File: src/rtl/trap_pkg.sv
// Shared constants for the trapezoid parameter bank: breakpoint selects, defaults, FSM states.
package trap_pkg;

  localparam int unsigned TRAP_WIDTH = 8;

  localparam logic [1:0] PT_A = 2'd0;
  localparam logic [1:0] PT_B = 2'd1;
  localparam logic [1:0] PT_C = 2'd2;
  localparam logic [1:0] PT_D = 2'd3;

  localparam int unsigned TRAP_DEF_A  = 35;
  localparam int unsigned TRAP_DEF_B  = 55;
  localparam int unsigned TRAP_DEF_C  = 65;
  localparam int unsigned TRAP_DEF_D  = 84;
  localparam int unsigned TRAP_TOPO_V = 100;

  typedef enum logic [1:0] {
    StIdle,
    StCheck,
    StApply,
    StReport
  } state_e;

endpackage

File: src/rtl/trap_order_check.sv
// Combinational ordering check for one trapezoid: ok when a <= b <= c <= d (ties allowed).
module trap_order_check #(
  parameter int unsigned WIDTH = 8
) (
  input  logic [WIDTH-1:0] a,
  input  logic [WIDTH-1:0] b,
  input  logic [WIDTH-1:0] c,
  input  logic [WIDTH-1:0] d,
  output logic             ok
);

  assign ok = (a <= b) && (b <= c) && (c <= d);

endmodule

File: src/rtl/trapezio_param_bank.sv
// Programmable trapezoid breakpoint bank: shadow writes, sequential per-channel validation,
// then a single-edge copy of the whole shadow set into the active set.
module trapezio_param_bank
  import trap_pkg::*;
#(
  parameter int unsigned WIDTH  = TRAP_WIDTH,
  parameter int unsigned NUM_MF = 4,
  parameter int unsigned IDXW   = (NUM_MF > 1) ? $clog2(NUM_MF) : 1,
  parameter int unsigned DEF_A  = TRAP_DEF_A,
  parameter int unsigned DEF_B  = TRAP_DEF_B,
  parameter int unsigned DEF_C  = TRAP_DEF_C,
  parameter int unsigned DEF_D  = TRAP_DEF_D,
  parameter int unsigned TOPO_V = TRAP_TOPO_V
) (
  input  logic                    clk,
  input  logic                    rst_n,
  input  logic                    wr_valid,
  output logic                    wr_ready,
  input  logic [IDXW-1:0]         wr_mf,
  input  logic [1:0]              wr_pt,
  input  logic [WIDTH-1:0]        wr_data,
  input  logic                    commit_req,
  output logic                    commit_busy,
  output logic                    commit_done,
  output logic                    commit_err,
  output logic [IDXW-1:0]         err_mf,
  output logic [NUM_MF*WIDTH-1:0] a_bus,
  output logic [NUM_MF*WIDTH-1:0] b_bus,
  output logic [NUM_MF*WIDTH-1:0] c_bus,
  output logic [NUM_MF*WIDTH-1:0] d_bus,
  output logic [WIDTH-1:0]        topo,
  output logic [7:0]              cfg_gen
);

  // Bits actually needed to address a channel; IDXW may be wider.
  localparam int unsigned IW = (NUM_MF > 1) ? $clog2(NUM_MF) : 1;
  localparam logic [IDXW-1:0] LAST_IDX = IDXW'(NUM_MF - 1);
  localparam logic [WIDTH-1:0] DEF_PT [4] = '{WIDTH'(DEF_A), WIDTH'(DEF_B),
                                             WIDTH'(DEF_C), WIDTH'(DEF_D)};

  logic [WIDTH-1:0] sh_q  [NUM_MF][4];
  logic [WIDTH-1:0] act_q [NUM_MF][4];

  state_e          state_q, state_d;
  logic [IDXW-1:0] idx_q, idx_d;
  logic            err_q, err_d;
  logic [IDXW-1:0] err_mf_q, err_mf_d;
  logic [7:0]      gen_q, gen_d;
  logic            apply;
  logic            chk_ok;
  logic            wr_fire;
  logic            wr_in_range;
  logic [IW-1:0]   cur;

  assign wr_ready    = (state_q == StIdle);
  assign wr_fire     = wr_valid && wr_ready;
  assign wr_in_range = (32'(wr_mf) < NUM_MF);
  assign cur         = idx_q[IW-1:0];

  trap_order_check #(
    .WIDTH(WIDTH)
  ) u_check (
    .a (sh_q[cur][PT_A]),
    .b (sh_q[cur][PT_B]),
    .c (sh_q[cur][PT_C]),
    .d (sh_q[cur][PT_D]),
    .ok(chk_ok)
  );

  always_comb begin
    state_d  = state_q;
    idx_d    = idx_q;
    err_d    = err_q;
    err_mf_d = err_mf_q;
    gen_d    = gen_q;
    apply    = 1'b0;
    unique case (state_q)
      StIdle: begin
        if (commit_req) begin
          state_d = StCheck;
          idx_d   = '0;
        end
      end
      StCheck: begin
        if (!chk_ok) begin
          err_d    = 1'b1;
          err_mf_d = idx_q;
          state_d  = StReport;
        end else if (idx_q == LAST_IDX) begin
          state_d = StApply;
        end else begin
          idx_d = idx_q + 1'b1;
        end
      end
      StApply: begin
        apply   = 1'b1;
        gen_d   = gen_q + 8'd1;
        err_d   = 1'b0;
        state_d = StReport;
      end
      StReport: begin
        state_d = StIdle;
      end
      default: state_d = StIdle;
    endcase
  end

  always_ff @(posedge clk or negedge rst_n) begin
    if (!rst_n) begin
      state_q  <= StIdle;
      idx_q    <= '0;
      err_q    <= 1'b0;
      err_mf_q <= '0;
      gen_q    <= '0;
    end else begin
      state_q  <= state_d;
      idx_q    <= idx_d;
      err_q    <= err_d;
      err_mf_q <= err_mf_d;
      gen_q    <= gen_d;
    end
  end

  // Shadow is frozen outside IDLE because wr_ready gates every write.
  always_ff @(posedge clk or negedge rst_n) begin
    if (!rst_n) begin
      for (int ch = 0; ch < NUM_MF; ch++) begin
        for (int p = 0; p < 4; p++) begin
          sh_q[ch][p] <= DEF_PT[p];
        end
      end
    end else if (wr_fire && wr_in_range) begin
      sh_q[wr_mf[IW-1:0]][wr_pt] <= wr_data;
    end
  end

  always_ff @(posedge clk or negedge rst_n) begin
    if (!rst_n) begin
      for (int ch = 0; ch < NUM_MF; ch++) begin
        for (int p = 0; p < 4; p++) begin
          act_q[ch][p] <= DEF_PT[p];
        end
      end
    end else if (apply) begin
      act_q <= sh_q;
    end
  end

  always_comb begin
    a_bus = '0;
    b_bus = '0;
    c_bus = '0;
    d_bus = '0;
    for (int ch = 0; ch < NUM_MF; ch++) begin
      a_bus[ch*WIDTH +: WIDTH] = act_q[ch][PT_A];
      b_bus[ch*WIDTH +: WIDTH] = act_q[ch][PT_B];
      c_bus[ch*WIDTH +: WIDTH] = act_q[ch][PT_C];
      d_bus[ch*WIDTH +: WIDTH] = act_q[ch][PT_D];
    end
  end

  assign commit_busy = (state_q != StIdle);
  assign commit_done = (state_q == StReport);
  assign commit_err  = err_q;
  assign err_mf      = err_mf_q;
  assign topo        = WIDTH'(TOPO_V);
  assign cfg_gen     = gen_q;

endmodule

File: config.mk
export PLATFORM = sky130hd
export DESIGN_NAME = trapezio_param_bank
export DESIGN_NICKNAME = d
export VERILOG_FILES = /design/src/rtl/trap_pkg.sv /design/src/rtl/trap_order_check.sv /design/src/rtl/trapezio_param_bank.sv
export SDC_FILE = /design/constraint.sdc
export NUM_CORES = 1
export LEC_CHECK = 0
export ABC_AREA = 0
export CAP_MARGIN = 20
export CELL_PAD_IN_SITES_DETAIL_PLACEMENT = 0
export CELL_PAD_IN_SITES_GLOBAL_PLACEMENT = 1
export CORE_MARGIN = 2
export CORE_UTILIZATION = 48
export CTS_CLUSTER_DIAMETER = 30
export DETAILED_ROUTE_END_ITERATION = 6
export DONT_BUFFER_PORTS = 1
export GPL_ROUTABILITY_DRIVEN = 0
export PLACE_DENSITY_LB_ADDON = 0.1
export RECOVER_POWER = 50
export SLEW_MARGIN = 20
export SYNTH_ARGS = -nofsm -noshare
export SYNTH_HDL_FRONTEND = slang
export SYNTH_SLANG_ARGS = --single-unit
File: constraint.sdc
create_clock -name clk -period 3 [get_ports clk]
set_input_delay 0.15 -clock clk [delete_from_list [all_inputs] [get_ports clk]]
set_output_delay 0.15 -clock clk [all_outputs]
set_load 0.01 [all_outputs]
==> flow_summary.yaml <==
synthesis:
  synth-compound-area-share: 0.01777
  syn_area_mm2: 0.01204
  synth_top_family_by_area: "multiplexers"
  synth_flop_cell: "dfrtp_1"
  synth_seq_cells: 271
  synth_xor_area_frac: 0.005091
  synthCells: 770
  synth_edf_count: 0
  synth_mux_area_frac: 0.3079
  avgSynthCellArea_um2: 15.64
  synthSimpleGateAreaFrac: 0.03502
  yosysUniqueCellTypes: 51
  synthArstFlopShare: 1.000
  synthAdderAreaFrac: 0.03117
  ys_seq_area_frac: 0.5740
  yosys_warnings: 0
timing:
  worst_slew_pin_slew_ps: 799.1
  rsz0062_at_grt: "false"
  fin_setup_tns_ps: 0
  max_freq_mhz: 348.7
  skew_ps: 18.53
  fin_crit_sh: 0.9560
  drv_slew: 0
  timing.final.hold_violations: 271
  period_minus_slack_ps: 2868
  setup_ws_ps: 132.1
  setup_viol_count_final: 0
  maxSlewHeadroom: 0.4655
  fin_hold_ws_ps: -684.9
power_and_ir_drop:
  power_frac_comb: 0.303
  powerDensity_mw_per_mm2: 1308
  power.leakage_nw: 6.373
  pwr-share-clk: 0.296
  finalPower_mw: 18.80
  p_sw_mw: 6.210
  swShare: 0.3304
  p_int_mw: 12.59
  seqPwrFrac: 0.400
  max-vdd-ir-drop_mv: 0.5239
grt:
  gr-total-overflow: 0
  grt_pass1_wl_mm: 42.26
  grt_pass1_vias: 7083
  antenna_found_initial: 0
  grt_usage: 0.2080
  grt_max_degree: 272
worst_setup_path:
  endpoint_kind: "flop"
  rrSetupSlack_ps: 130
  path_max_fanout: 14
  cp.required_ps: 3410
  path_class: "reg -> reg"
  start_kind: "flop"
  critical_path_arrival_ps: 3280
route:
  antenna_left: 0
  drtPass1Iterations: 4
  vias: 6613
  drc_errors: 0
  drt-vias-per-instance: 5.581
  drt_iter0_drc: 363
  wl_per_cell_um: 22.64
  wirelength_mm: 26.83
finish:
  postLayoutCellArea_mm2: 0.01437
  drive_gt1_frac: 0.6167
  layout_common_cells: "mux2_2, dfrtp_1, dfstp_2, clkbuf_16, mux4_2"
  stdcell_count: 1185
  num-nets-final: 864
  synthToLayoutAreaGrowth_pct: 19.33
  final_util: 0.5874
  num_antenna_cells: 0
  layout_commonest_cell: "mux2_2"
run_status:
  status: "finished, violations left"
  violations: "hold timing"
cts:
  clock_sinks: 271
  cts-root-buf: "clkbuf_16"
  cts_buffer_depth: 3
  numCtsBuffers: 51
  clock_latency_ps: 540
  ctsHoldBuffers: 14
  clkSlewWorstSetupHoldPaths_ps: 50
  htree_levels: 2
  cts_tree: "built"
placement:
  dpl_worst_slack_ps: 77.47
  dp_hpwl_mm: 17.96
  port-buffer-count: 0
  placed_area_mm2: 0.01236
  dp_cells: 1063
floorplan:
  die-area_mm2: 0.02637
  ios: 166
  initial_core_util: 0.4923
  die_width_um: 162.4
  core_area_mm2: 0.02446
  die_y_um: 162.4
  rows: 57
hold_path:
  hold_class: "in -> async"
flow_run:
  maxCapViolCount: 0
## layer usage
metal / part of all wire / up-vias / wire length, um / GRT usage
met5: 0 / - / 0 / 0
met4: 0.014 / 0 / 382 / 0.05390
met3: 0.068 / 30 / 1831 / 0.05169
met2: 0.47 / 214 / 12490 / 0.3203
met1: 0.45 / 3443 / 12120 / 0.2978
li1: - / 2926 / - / -
## worst max-delay path, cell delays in order, from the launching register on
cell,delay (ps)
dfrtp_2,410
buf_12,170
mux4_2,560
ha_1,330
nor2b_1,140
o211ai_2,120
a21oi_1,80
o22a_2,270
o41ai_4,320
mux2_4,330
## cells in the mapped netlist, types with 2 or more instances
master	n	share of area
xor2_1	2	0.0015
a21oi_1	11	0.0046
nand4_1	8	0.0042
mux2_2	239	0.22
dfrtp_1	167	0.35
dfstp_2	104	0.23
o211ai_1	4	0.0025
nor2b_1	3	0.0016
mux2_4	16	0.020
buf_4	9	0.0056
nand3_1	4	0.0017
o21ai_0	5	0.0021
clkbuf_1	20	0.0062
xnor2_1	5	0.0036
or4_1	4	0.0025
nor2_1	3	0.00094
inv_1	29	0.0090
nor2_2	9	0.0047
mux2_1	4	0.0037
conb_1	2	0.00062
nand2b_1	3	0.0016
ha_1	30	0.031
nand2_1	13	0.0041
nand2b_4	2	0.0023
nor3_1	3	0.0012
buf_6	2	0.0019
mux4_2	32	0.060
buf_2	13	0.0054
o31ai_1	2	0.0012
## final cells by class
type	count	area, um2
Clock buffer	62	1388
Sequential cell	271	6913
Timing Repair Buffer	33	350.3
Fill cell	1901	10090
Inverter	29	108.9
Clock inverter	34	339.1
Multi-Input combinational cell	432	4865
Tap cell	324	405.4
## power groups by stage
stage / sequential, mW / clock, mW / combinational, mW
final: 7.53 / 5.57 / 5.70
after global routing: 7.78 / 5.87 / 6.27
after CTS: 7.57 / 5.67 / 5.38
after detailed placement: 7.61 / 0 / 5.28
after global placement: 7.54 / 0 / 5.09
after floorplan: 6.95 / 0 / 4.41
## registers in the layout, summed over array words and instances (netlist names)
signal	cells
b_bus	32
cur	2
err_mf	2
d_bus	32
c_bus	32
state_q	2
a_bus	32
sh_q	128
commit_err	1
cfg_gen	8
## final timing paths
kind / from / endpoint / depth (start not counted)
min: rst_n / a_bus[11] / 0
max in group asynchronous: rst_n / a_bus[30] / 0
max reg2reg: cur[0] / state_q[1] / 9
min in group clk: wr_valid / sh_q[31] / 3
min reg2reg: sh_q[45] / sh_q[45] / 1
max: cur[0] / state_q[1] / 9
## timing repair
item,CTS,global route
setup buffers,0,10
endpoints found under the hold margin,400,271
endpoints found under the setup margin,0,3
resized for setup,0,7
## cell families (layout without fill, tap and decap cells)
family          Yosys count  count (layout)
simple gates             63              64
compound gates           31              31
other cells               2               8
mux                     292             292
buf+inv                  74             158
fa+ha+maj                30              30
flops                   271             271
xor+xnor                  7               7
Power figures use the tool's default switching activity.
